`src/rtl/mesi_cbus_snoop.sv`:
```
// Cache-side coherence bus responder: keeps a direct-mapped MESI state/tag table,
// writes back Modified lines on snoop hits and grants local CPU accesses.
module mesi_cbus_snoop #(
  parameter int unsigned CBUS_CMD_WIDTH = 3,
  parameter int unsigned ADDR_WIDTH     = 32,
  parameter int unsigned NUM_LINES_LOG2 = 4,
  parameter int unsigned LINE_OFFSET    = 2
) (
  input  logic                      clk,
  input  logic                      rst,
  input  logic [CBUS_CMD_WIDTH-1:0] cbus_cmd_i,
  input  logic [ADDR_WIDTH-1:0]     cbus_addr_i,
  output logic                      cbus_ack_o,
  output logic                      wb_req_o,
  output logic [ADDR_WIDTH-1:0]     wb_addr_o,
  input  logic                      wb_ack_i,
  output logic                      en_wr_o,
  output logic                      en_rd_o,
  input  logic                      cpu_done_i,
  input  logic                      upd_valid_i,
  input  logic [ADDR_WIDTH-1:0]     upd_addr_i,
  input  logic [1:0]                upd_state_i,
  output logic                      upd_ready_o
);

  localparam int unsigned NumLines = 1 << NUM_LINES_LOG2;
  localparam int unsigned TagW     = ADDR_WIDTH - NUM_LINES_LOG2 - LINE_OFFSET;
  localparam logic [ADDR_WIDTH-1:0] OffMask = ADDR_WIDTH'((64'd1 << LINE_OFFSET) - 64'd1);

  localparam logic [CBUS_CMD_WIDTH-1:0] CmdNop     = CBUS_CMD_WIDTH'(0);
  localparam logic [CBUS_CMD_WIDTH-1:0] CmdWrSnoop = CBUS_CMD_WIDTH'(1);
  localparam logic [CBUS_CMD_WIDTH-1:0] CmdRdSnoop = CBUS_CMD_WIDTH'(2);
  localparam logic [CBUS_CMD_WIDTH-1:0] CmdEnWr    = CBUS_CMD_WIDTH'(3);
  localparam logic [CBUS_CMD_WIDTH-1:0] CmdEnRd    = CBUS_CMD_WIDTH'(4);

  localparam logic [1:0] MesiI = 2'd0;
  localparam logic [1:0] MesiS = 2'd1;
  localparam logic [1:0] MesiE = 2'd2;
  localparam logic [1:0] MesiM = 2'd3;

  typedef enum logic [2:0] {StIdle, StLookup, StWbReq, StEnWait, StAck} state_e;

  state_e                    state_q, state_d;
  logic [CBUS_CMD_WIDTH-1:0] cmd_q;
  logic [ADDR_WIDTH-1:0]     addr_q;
  logic                      ack_q, ack_d;
  logic [1:0]                wb_final_q, wb_final_d;
  logic [1:0]                mesi_q [NumLines];
  logic [TagW-1:0]           tag_q  [NumLines];

  logic                      accept;
  logic                      tbl_we;
  logic [NUM_LINES_LOG2-1:0] tbl_idx;
  logic [TagW-1:0]           tbl_tag;
  logic [1:0]                tbl_state;

  logic [NUM_LINES_LOG2-1:0] lk_idx, upd_idx;
  logic [TagW-1:0]           lk_tag, upd_tag;
  logic                      hit;
  logic [1:0]                lk_state;

  assign lk_idx   = NUM_LINES_LOG2'(addr_q >> LINE_OFFSET);
  assign lk_tag   = TagW'(addr_q >> (LINE_OFFSET + NUM_LINES_LOG2));
  assign upd_idx  = NUM_LINES_LOG2'(upd_addr_i >> LINE_OFFSET);
  assign upd_tag  = TagW'(upd_addr_i >> (LINE_OFFSET + NUM_LINES_LOG2));
  assign lk_state = mesi_q[lk_idx];
  assign hit      = (lk_state != MesiI) && (tag_q[lk_idx] == lk_tag);

  always_comb begin
    state_d     = state_q;
    wb_final_d  = wb_final_q;
    accept      = 1'b0;
    tbl_we      = 1'b0;
    tbl_idx     = lk_idx;
    tbl_tag     = lk_tag;
    tbl_state   = MesiI;
    en_wr_o     = 1'b0;
    en_rd_o     = 1'b0;
    upd_ready_o = 1'b0;
    unique case (state_q)
      StIdle: begin
        if (cbus_cmd_i != CmdNop) begin
          accept  = 1'b1;
          state_d = StLookup;
        end else begin
          // Gated by reset so every output reads 0 while reset is held
          upd_ready_o = rst;
          if (upd_valid_i) begin
            tbl_we    = 1'b1;
            tbl_idx   = upd_idx;
            tbl_tag   = upd_tag;
            tbl_state = upd_state_i;
          end
        end
      end
      StLookup: begin
        state_d = StAck;
        case (cmd_q)
          CmdWrSnoop: begin
            if (hit && lk_state == MesiM) begin
              wb_final_d = MesiI;
              state_d    = StWbReq;
            end else if (hit) begin
              tbl_we    = 1'b1;
              tbl_state = MesiI;
            end
          end
          CmdRdSnoop: begin
            if (hit && lk_state == MesiM) begin
              wb_final_d = MesiS;
              state_d    = StWbReq;
            end else if (hit && lk_state == MesiE) begin
              tbl_we    = 1'b1;
              tbl_state = MesiS;
            end
          end
          CmdEnWr: begin
            en_wr_o = 1'b1;
            state_d = StEnWait;
          end
          CmdEnRd: begin
            en_rd_o = 1'b1;
            state_d = StEnWait;
          end
          default: ;
        endcase
      end
      StWbReq: begin
        if (wb_ack_i) begin
          tbl_we    = 1'b1;
          tbl_state = wb_final_q;
          state_d   = StAck;
        end
      end
      StEnWait: begin
        if (cpu_done_i) state_d = StAck;
      end
      StAck: begin
        if (ack_q && cbus_cmd_i == CmdNop) state_d = StIdle;
      end
      default: state_d = StIdle;
    endcase
  end

  // Ack rises one cycle after entering StAck and falls with the NOP that releases it
  assign ack_d      = (state_q == StAck) && !(ack_q && cbus_cmd_i == CmdNop);
  assign cbus_ack_o = ack_q;
  assign wb_req_o   = (state_q == StWbReq);
  assign wb_addr_o  = wb_req_o ? (addr_q & ~OffMask) : '0;

  always_ff @(posedge clk or negedge rst) begin
    if (!rst) begin
      state_q    <= StIdle;
      cmd_q      <= CmdNop;
      addr_q     <= '0;
      ack_q      <= 1'b0;
      wb_final_q <= MesiI;
    end else begin
      state_q    <= state_d;
      ack_q      <= ack_d;
      wb_final_q <= wb_final_d;
      if (accept) begin
        cmd_q  <= cbus_cmd_i;
        addr_q <= cbus_addr_i;
      end
    end
  end

  always_ff @(posedge clk or negedge rst) begin
    if (!rst) begin
      for (int i = 0; i < NumLines; i++) begin
        mesi_q[i] <= MesiI;
        tag_q[i]  <= '0;
      end
    end else if (tbl_we) begin
      mesi_q[tbl_idx] <= tbl_state;
      tag_q[tbl_idx]  <= tbl_tag;
    end
  end

endmodule
```
`config.mk`:
```
export PLATFORM = sky130hd
export DESIGN_NAME = mesi_cbus_snoop
export DESIGN_NICKNAME = d
export VERILOG_FILES = /design/src/rtl/mesi_cbus_snoop.sv
export SDC_FILE = /design/constraint.sdc
export NUM_CORES = 1
export LEC_CHECK = 0
export CORE_MARGIN = 3
export CORE_UTILIZATION = 30
export CTS_CLUSTER_DIAMETER = 50
export DETAILED_ROUTE_END_ITERATION = 10
export PLACE_DENSITY = 0.52
export REMOVE_ABC_BUFFERS = 1
export SLEW_MARGIN = 10
export SYNTH_ARGS = -nofsm -noshare
export SYNTH_HDL_FRONTEND = slang
export SYNTH_SLANG_ARGS = --single-unit
```
`constraint.sdc`:
```
create_clock -name clk -period 7.98 [get_ports clk]
set_clock_uncertainty 0.05 [all_clocks]
set_input_delay 1.197 -clock clk [delete_from_list [all_inputs] [get_ports clk]]
set_output_delay 1.197 -clock clk [all_outputs]
set_load 0.005 [all_outputs]
```
==> results of run 1 <==
placed cells by master, fill, tap and decap left out, types with 8 or more instances in the layout:
cell,netlist,final
dfrtp_1,486,484
mux2_2,318,318
nand2_1,119,119
mux2_4,119,119
clkdlybuf4s50_1,0,103
mux2i_1,79,79
clkbuf_16,0,73
mux4_2,71,71
buf_4,10,53
and2_1,38,38
a22oi_1,35,35
mux2_1,27,27
nand3_1,26,25
xnor2_1,23,23
xor2_1,23,23
inv_1,21,21
o22ai_1,19,19
nor2_1,14,13
a21oi_1,14,13
nor3_1,10,10
and3_1,11,10
o22ai_4,9,9
o32a_1,16,9
clkinv_2,0,9
clkbuf_8,0,9
clkbuf_1,59,9
nand2b_1,9,8
o21ai_0,8,8
or4b_4,8,8
inv_6,0,8
where the power goes:
part	switching, mW	internal (mW)	total [mW]
Sequential	0.685	3.42	4.10
Clock	1.25	2.02	3.26
Combinational	2.17	2.07	4.24
Total	4.10	7.51	11.6
worst max-delay path: stages:
cell             delay [ns]
clkdlybuf4s50_1        0.43
nor3_1                 0.61
nand3_2                0.92
o21ai_0                1.09
nand2_1                0.29
or4b_4                 0.56
o22ai_4                0.68
buf_4                  0.40
mux2_2                 0.37
through the flow:
step	cells	util [%]	hold WS, ns
after floorplan	1592	-	0.4009
after global placement	2801	32.92	0.4130
after detailed placement	2801	32.92	0.4239
after CTS	2932	36.03	0.4384
after global routing	2932	36.03	0.4467
final	2934	36.04	0.4342
cells by family after synthesis:
logic type	after synthesis	synth area share, %
muxes	614	33.16
DFF	486	50.03
and+or+nand+nor	263	5.544
buffers and inverters	164	4.154
AOI/OAI and AO/OA	160	5.436
xor gates and xnor gates	46	1.657
other	1	0.01543
layer usage:
| layer | global-route usage [%] | vias to the layer above | share of wire, % |
|---|---|---|---|
| met4 | 4.844 | 0 | 2.1 |
| met1 | 23.15 | 7898 | 47 |
| met5 | 0 | - | 0 |
| met3 | 2.506 | 100 | 3.8 |
| met2 | 26.79 | 333 | 47 |
| li1 | - | 6535 | - |
final timing paths:
check,start,to,slack (ns)
max,cbus_cmd_i[1],tag_q[129],1.81
min,tag_q[355],tag_q[355],0.43
max reg2reg,addr_q[2],tag_q[278],2.17
min reg2reg,tag_q[355],tag_q[355],0.43
max in group asynchronous,rst,mesi_q[27],4.60
min in group asynchronous,rst,addr_q[18],0.49
cells in the mapped netlist, drive strengths merged (4+ instances only):
library cell,n,area [um2]
and3,11,68.82
a2bb2oi,6,52.55
or2,4,25.03
or4b,9,120.1
o22ai,28,299.0
mux2i,79,790.8
o32a,16,160.2
o31ai,5,37.54
a22oi,35,262.8
mux2,464,5672
o21ai,11,55.05
a221oi,7,67.56
nor2,15,58.81
nand2,120,452.9
clkbuf,59,221.5
nand3,26,130.1
o2bb2ai,7,61.31
a21oi,14,70.07
xnor2,23,201.4
o211ai,7,52.55
inv,21,78.83
dfrtp,486,12160
nor3,10,50.05
buf,84,709.4
nand2b,9,56.30
and2,38,237.7
or3,4,25.02
mux4,71,1599
xor2,23,201.4
nor2b,5,31.28
registers in the layout, summed over array words and instances (netlist names):
| name | count |
|---|---|
| addr_q | 30 |
| wb_final_q | 1 |
| cbus_ack_o | 1 |
| mesi_q | 32 |
| state_q | 3 |
| cmd_q | 3 |
| tag_q | 416 |
final cells by class:
| type | count | area, um2 |
|---|---|---|
| sequential | 486 | 12170 |
| clock inverter | 40 | 491.7 |
| timing repair buffer | 159 | 1484 |
| fill | 7621 | 50940 |
| clock buffer | 91 | 1984 |
| antenna | 2 | 5.005 |
| multi-input combinational | 1085 | 11180 |
| inverter | 21 | 78.83 |
| tap | 1050 | 1314 |
==> flow_metrics.env, run 1 <==
export IMPL_startpoint_type="primary input"
export IMPL_final_nets=1899
export IMPL_syn_to_final_growth_pct=18.08
export IMPL_postCtsSetupBuffers=0
export IMPL_cts_buffer_depth=3
export IMPL_antenna_found_initial=0
export IMPL_syn_area_mm2=0.02431
export IMPL_cts_htree_levels=3
export IMPL_vias=14866
export IMPL_worstSetupPathType="primary input to flop"
export IMPL_syn_avg_cell_area_um2=14.02
export IMPL_via_per_inst=5.067
export IMPL_die_area_mm2=0.08448
export IMPL_status="finished, final reports clean"
export IMPL_maxCapViolations=0
export IMPL_fin_area_mm2=0.02870
export IMPL_synth_edf_count=0
export IMPL_clock_sinks=486
export IMPL_ys_types=67
export IMPL_slew_violations=0
export IMPL_coreArea_mm2=0.07964
export IMPL_min_path_cells=1
export IMPL_arrival_ns=6.59
export IMPL_grt_ovfl_total=0
export IMPL_synth_seq_area_share_pct=50.03
export IMPL_port_buffers=104
export IMPL_cts_tree="built"
export IMPL_grt_total_usage_pct=16.61
export IMPL_ant_nets=0
export IMPL_die_w_um=290.7
export IMPL_dp_slack_ns=1.211
export IMPL_hold_buffers=0
export IMPL_powerDensity_mw_per_mm2=404.4
export IMPL_critPathCaptureType="flop"
export IMPL_grt_max_degree=77
export IMPL_max_freq_mhz=162.1
export IMPL_syn_inst=1734
export IMPL_synth_top_flop_cell="dfrtp_1"
export IMPL_dpl_hpwl_mm=43.29
export IMPL_drc=0
export IMPL_finalPower_mw=11.61
export IMPL_hold_path_class="flop to flop"
export IMPL_hold_viol=0
export IMPL_drt_iter0_drc=1002
export IMPL_wl_per_cell_um=23.94
export IMPL_drive_gt1_share_pct=38.58
export IMPL_grt_pass1_vias=16197
export IMPL_rsz0062_at_grt="false"
export IMPL_clk_pin_slew_ns=0.06
export IMPL_leakage_nw=13.45
export IMPL_worst_slack_ns=1.810
export IMPL_async_reset_ff_share_pct=100.0
export IMPL_worst_pin_slew_ns=1.080
export IMPL_cts_root_buf="clkbuf_16"
export IMPL_synth_seq_cells=486
export IMPL_ir_drop_v=0.0001746
export IMPL_drt_total_wl_mm=70.25
export IMPL_setup_viol=0
export IMPL_row_count=103
export IMPL_start_util_pct=30.52
export IMPL_post_route_min_period_ns=6.170
export IMPL_path_max_fanout=24
export IMPL_crit_required_ns=8.40
export IMPL_cts_resized=0
export IMPL_placed_cell_area_mm2=0.02622
export IMPL_grt_pass1_wl_mm=107.5
export IMPL_timing_final_crit_share_pct=77.32
export IMPL_gp_congestion=0.8024
export IMPL_ys_warn_count=0
export IMPL_setup_tns_ns=0
export IMPL_reg2reg_depth=12
export IMPL_clk_insertion_delay_late_ns=0.61
export IMPL_drt_pre_antenna_iters=6
export IMPL_ioPinCount=111
export IMPL_relSlewSlack_pct=27.71
export IMPL_numCtsBuffers=72
export IMPL_die_y_um=290.7
Power figures use the tool's default switching activity.
==> inputs of run 2 (changes only) <==
Clock period 7.98 ns to 6.45 ns, I/O delays scaled along.
==> flow_metrics.env, run 2 (synthesized netlist as in run 1, its figures left out) <==
export IMPL_status="finished, final reports clean"
export IMPL_slew_violations=0
export IMPL_largest_register="tag_q"
export IMPL_grt_max_degree=163
export IMPL_coreArea_mm2=0.07964
export IMPL_top_regs="tag_q (416), mesi_q (32), addr_q (30)"
export IMPL_path_cells="nor2_1 -> buf_4 -> a22oi_1 -> a21oi_1 -> o22a_1 -> a41oi_1 -> or4_1 -> or2_1 -> o32a_2 -> buf_4 -> mux2_4"
export IMPL_holdWs_ns=0.2129
export IMPL_layout_cells_most_common="dfrtp_1"
export IMPL_drt_iter0_drc=1003
export IMPL_startpoint_type="flop"
export IMPL_final_nets=1917
export IMPL_relSlewSlack_pct=21.11
export IMPL_powerDensity_mw_per_mm2=500.8
export IMPL_cts_root_buf="clkbuf_16"
export IMPL_grt_pass1_vias=16143
export IMPL_diodes=0
export IMPL_cts_resized=0
export IMPL_drt_total_wl_mm=70.68
export IMPL_final_cell_mix="dfrtp_1 (484), mux2_2 (318), nand2_1 (119), mux2_4 (119), clkdlybuf4s50_1 (103)"
export IMPL_cp_slowest_cell="o32a_2"
export IMPL_die_w_um=290.7
export IMPL_via_per_inst=5.085
export IMPL_clk_pin_slew_ns=0.06
export IMPL_ioPinCount=111
export IMPL_antenna_found_initial=2
export IMPL_hold_path_class="primary input to asynchronous set/reset pin"
export IMPL_clock_sinks=486
export IMPL_crit_path_frequent_cell="buf_4"
export IMPL_crit_required_ns=6.87
export IMPL_cts_tree="built"
export IMPL_grt_ovfl_total=0
export IMPL_ant_nets=0
export IMPL_drive_gt1_share_pct=39.14
export IMPL_die_y_um=290.7
export IMPL_vias=15005
export IMPL_maxCapViolations=0
export IMPL_drt_pre_antenna_iters=5
export IMPL_grt_total_usage_pct=16.63
export IMPL_hold_viol=0
export IMPL_placed_cell_area_mm2=0.02639
export IMPL_grt_pass1_wl_mm=106.8
export IMPL_dpl_hpwl_mm=44.18
export IMPL_fin_area_mm2=0.02894
export IMPL_ir_drop_v=0.0002274
export IMPL_port_buffers=104
export IMPL_post_route_min_period_ns=5.393
export IMPL_leakage_nw=13.59
export IMPL_timing_final_crit_share_pct=83.62
export IMPL_arrival_ns=5.82
export IMPL_die_area_mm2=0.08448
export IMPL_utilization_pct=36.34
export IMPL_start_util_pct=30.52
export IMPL_largest_reg_flops=416
export IMPL_gp_congestion=0.7893
export IMPL_reg2reg_setup_slack_ns=1.06
export IMPL_syn_to_final_growth_pct=19.06
export IMPL_critPathCaptureType="flop"
export IMPL_final_cells=2951
export IMPL_max_stage_delay_ns=0.77
export IMPL_cts_buffer_depth=3
export IMPL_worstSetupPathType="flop to flop"
export IMPL_placed_cells_incl_taps=2818
export IMPL_worst_pin_slew_ns=1.173
export IMPL_max_freq_mhz=185.4
export IMPL_drc=0
export IMPL_setup_viol=0
export IMPL_row_count=103
export IMPL_postCtsSetupBuffers=0
export IMPL_cts_htree_levels=3
export IMPL_clk_insertion_delay_late_ns=0.62
export IMPL_hold_buffers=0
export IMPL_numCtsBuffers=72
export IMPL_setup_tns_ns=0
export IMPL_wl_per_cell_um=23.95
export IMPL_rsz0062_at_grt="false"
export IMPL_path_max_fanout=15
export IMPL_n_fill_cell=7594
==> run 2: power breakdown <==
group | total, mW | leakage (nW) | internal, mW | switching [mW]
logic | 5.22 | 5.81 | 2.59 | 2.62
registers | 5.15 | 6.54 | 4.23 | 0.924
clock network | 4.13 | 1.24 | 2.59 | 1.53
total | 14.5 | 13.6 | 9.41 | 5.08
==> run 2: per-layer routing <==
layer	GRT usage [%]	share of wire (%)	wire length, um
met1	22.85	46	32520
met3	2.667	3.9	2789
met4	5.052	2.8	1981
met5	0	0	0
met2	27.00	47	33390
==> run 2: final cells by class <==
class / instances / area (um2) / area share (%)
Sequential cell: 486 / 12170 / 42.05
Clock inverter: 40 / 546.8 / 1.889
Inverter: 21 / 78.83 / 0.2724
Timing Repair Buffer: 177 / 1657 / 5.724
Clock buffer: 92 / 1999 / 6.908
Multi-Input combinational cell: 1085 / 11180 / 38.62
Tap cell: 1050 / 1314 / 4.539
==> run 2: metrics by stage <==
stage	total power, mW	setup slack (ns)
after CTS	14.62	1.038
final	14.49	1.057
after global routing	15.30	0.8377
after floorplan	8.657	-2.889
after global placement	10.25	1.061
after detailed placement	10.43	1.031
==> run 2: worst paths after layout <==
check | cells after the start | end | start
hold / removal | 1 | addr_q[18] | rst
setup reg to reg | 11 | tag_q[324] | addr_q[4]
setup / recovery | 11 | tag_q[324] | addr_q[4]
max in group asynchronous | 3 | tag_q[86] | rst
min in group clk | 1 | tag_q[358] | tag_q[358]
hold reg to reg | 1 | tag_q[358] | tag_q[358]
==> run 2: critical path, delay by kind of cell, from the launching register on <==
family	cells	cell delay, ns
AND/OR/NAND/NOR	3	1.92
multiplexers	1	0.31
buffers and inverters	2	0.65
flip-flops	1	0.70
AO/OA/AOI/OAI	5	1.58
==> inputs of run 3 (changes only) <==
Clock period 6.45 ns to 5 ns, I/O delays scaled along.
==> flow_metrics.env, run 3 (synthesized netlist as in run 1, its figures left out) <==
export IMPL_largest_register="tag_q"
export IMPL_ir_drop_v=0.0002535
export IMPL_finalPower_mw=19.10
export IMPL_cts_root_buf="clkbuf_16"
export IMPL_final_cell_mix="dfrtp_1 (484), mux2_2 (318), nand2_1 (119), mux2_4 (119), clkdlybuf4s50_1 (103)"
export IMPL_coreArea_mm2=0.07964
export IMPL_placed_cells_incl_taps=2851
export IMPL_startpoint_type="flop"
export IMPL_regArea_mm2=0.01217
export IMPL_drt_total_wl_mm=71.35
export IMPL_clk_pin_slew_ns=0.06
export IMPL_crit_start="addr_q[2]"
export IMPL_clk_insertion_delay_late_ns=0.61
export IMPL_holdWs_ns=0.4366
export IMPL_slew_violations=0
export IMPL_fin_area_mm2=0.02964
export IMPL_die_y_um=290.7
export IMPL_worstSetupPathType="flop to flop"
export IMPL_setup_tns_ns=0
export IMPL_grt_pass1_vias=16202
export IMPL_min_from="tag_q[356]"
export IMPL_status="finished, final reports clean"
export IMPL_cts_htree_levels=3
export IMPL_powerDensity_mw_per_mm2=644.3
export IMPL_die_w_um=290.7
export IMPL_final_cells=2991
export IMPL_dp_slack_ns=0.3599
export IMPL_via_per_inst=5.065
export IMPL_placed_cell_area_mm2=0.02696
export IMPL_die_area_mm2=0.08448
export IMPL_ant_nets=0
export IMPL_gp_congestion=0.8423
export IMPL_drt_iter0_drc=952
export IMPL_cts_tree="built"
export IMPL_r2r_start="addr_q[2]"
export IMPL_top_regs="tag_q (416), mesi_q (32), addr_q (30)"
export IMPL_hold_path_class="flop to flop"
export IMPL_start_util_pct=30.52
export IMPL_leakage_nw=13.92
export IMPL_arrival_ns=5.08
export IMPL_critPathCaptureType="flop"
export IMPL_syn_to_final_growth_pct=21.94
export IMPL_drive_gt1_share_pct=40.65
export IMPL_crit_required_ns=5.43
export IMPL_row_count=103
export IMPL_hold_viol=0
export IMPL_grt_ovfl_total=0
export IMPL_diodes=0
export IMPL_wl_per_cell_um=23.86
export IMPL_numCtsBuffers=77
export IMPL_multi_input_area_mm2=0.01118
export IMPL_worst_slack_ns=0.3482
export IMPL_path_max_fanout=22
export IMPL_relSlewSlack_pct=34.35
export IMPL_post_route_min_period_ns=4.652
export IMPL_port_buffers=104
export IMPL_drc=0
export IMPL_max_freq_mhz=215.0
export IMPL_layout_cells_most_common="dfrtp_1"
export IMPL_clock_sinks=486
export IMPL_dpl_hpwl_mm=45.71
export IMPL_n_fill_cell=7594
export IMPL_drt_pre_antenna_iters=5
export IMPL_grt_pass1_wl_mm=107.9
export IMPL_cts_buffer_depth=3
export IMPL_grt_total_usage_pct=16.76
export IMPL_grt_max_degree=151
export IMPL_antenna_found_initial=1
export IMPL_timing_final_crit_share_pct=93.04
export IMPL_vias=15148
export IMPL_setup_viol=0
export IMPL_ioPinCount=111
export IMPL_rsz0062_at_grt="false"
export IMPL_final_nets=1955
export IMPL_largest_reg_flops=416
export IMPL_worst_pin_slew_ns=0.9847
export IMPL_utilization_pct=37.22
export IMPL_maxCapViolations=0
-- run 3: layout make-up --
type                            count  area share, %
Tap cell                         1050          4.432
Sequential cell                   486          41.06
Clock buffer                       92          7.176
Timing Repair Buffer              210          7.531
Clock inverter                     47          1.832
Multi-Input combinational cell   1085          37.71
Inverter                           21         0.2659
-- run 3: power breakdown --
group / switching (mW) / leakage (nW) / total, mW / internal, mW
logic: 3.48 / 6.08 / 7.01 / 3.53
registers: 1.12 / 6.54 / 6.57 / 5.46
clock network: 2.07 / 1.30 / 5.52 / 3.45
-- run 3: critical path, cell delays in order (launching register included) --
cell      delay, ns
dfrtp_4        0.66
buf_12         0.28
mux4_2         0.56
a22o_1         0.27
a221oi_2       0.23
xnor2_1        0.27
or4_1          0.63
or2_1          0.41
buf_4          0.30
o22ai_4        0.18
buf_4          0.29
mux2_2         0.37
-- run 3: layer usage --
metal | vias to the layer above | routed length, um | share of wire, % | GRT usage, %
met5 | - | 0 | 0 | 0
met1 | 8062 | 32860 | 46 | 22.81
met3 | 119 | 2577 | 3.6 | 2.331
li1 | 6657 | - | - | -
met2 | 310 | 33940 | 48 | 27.58
met4 | 0 | 1983 | 2.8 | 5.443
-- run 3: final timing paths --
path	to	slack [ns]	cells past startpoint
min in group asynchronous	addr_q[11]	0.58	2
max in group asynchronous	tag_q[397]	2.26	4
hold reg to reg	tag_q[356]	0.44	1
setup / recovery	tag_q[390]	0.35	11
setup reg to reg	tag_q[390]	0.35	11
hold / removal	tag_q[356]	0.44	1
-- run 3: timing repair --
action | CTS | global route
buffers inserted | 0 | 0
resized for setup | 0 | 0
hold buffers | 1 | 0
setup endpoints to repair | 0 | 0
hold endpoints to repair | 28 | 0
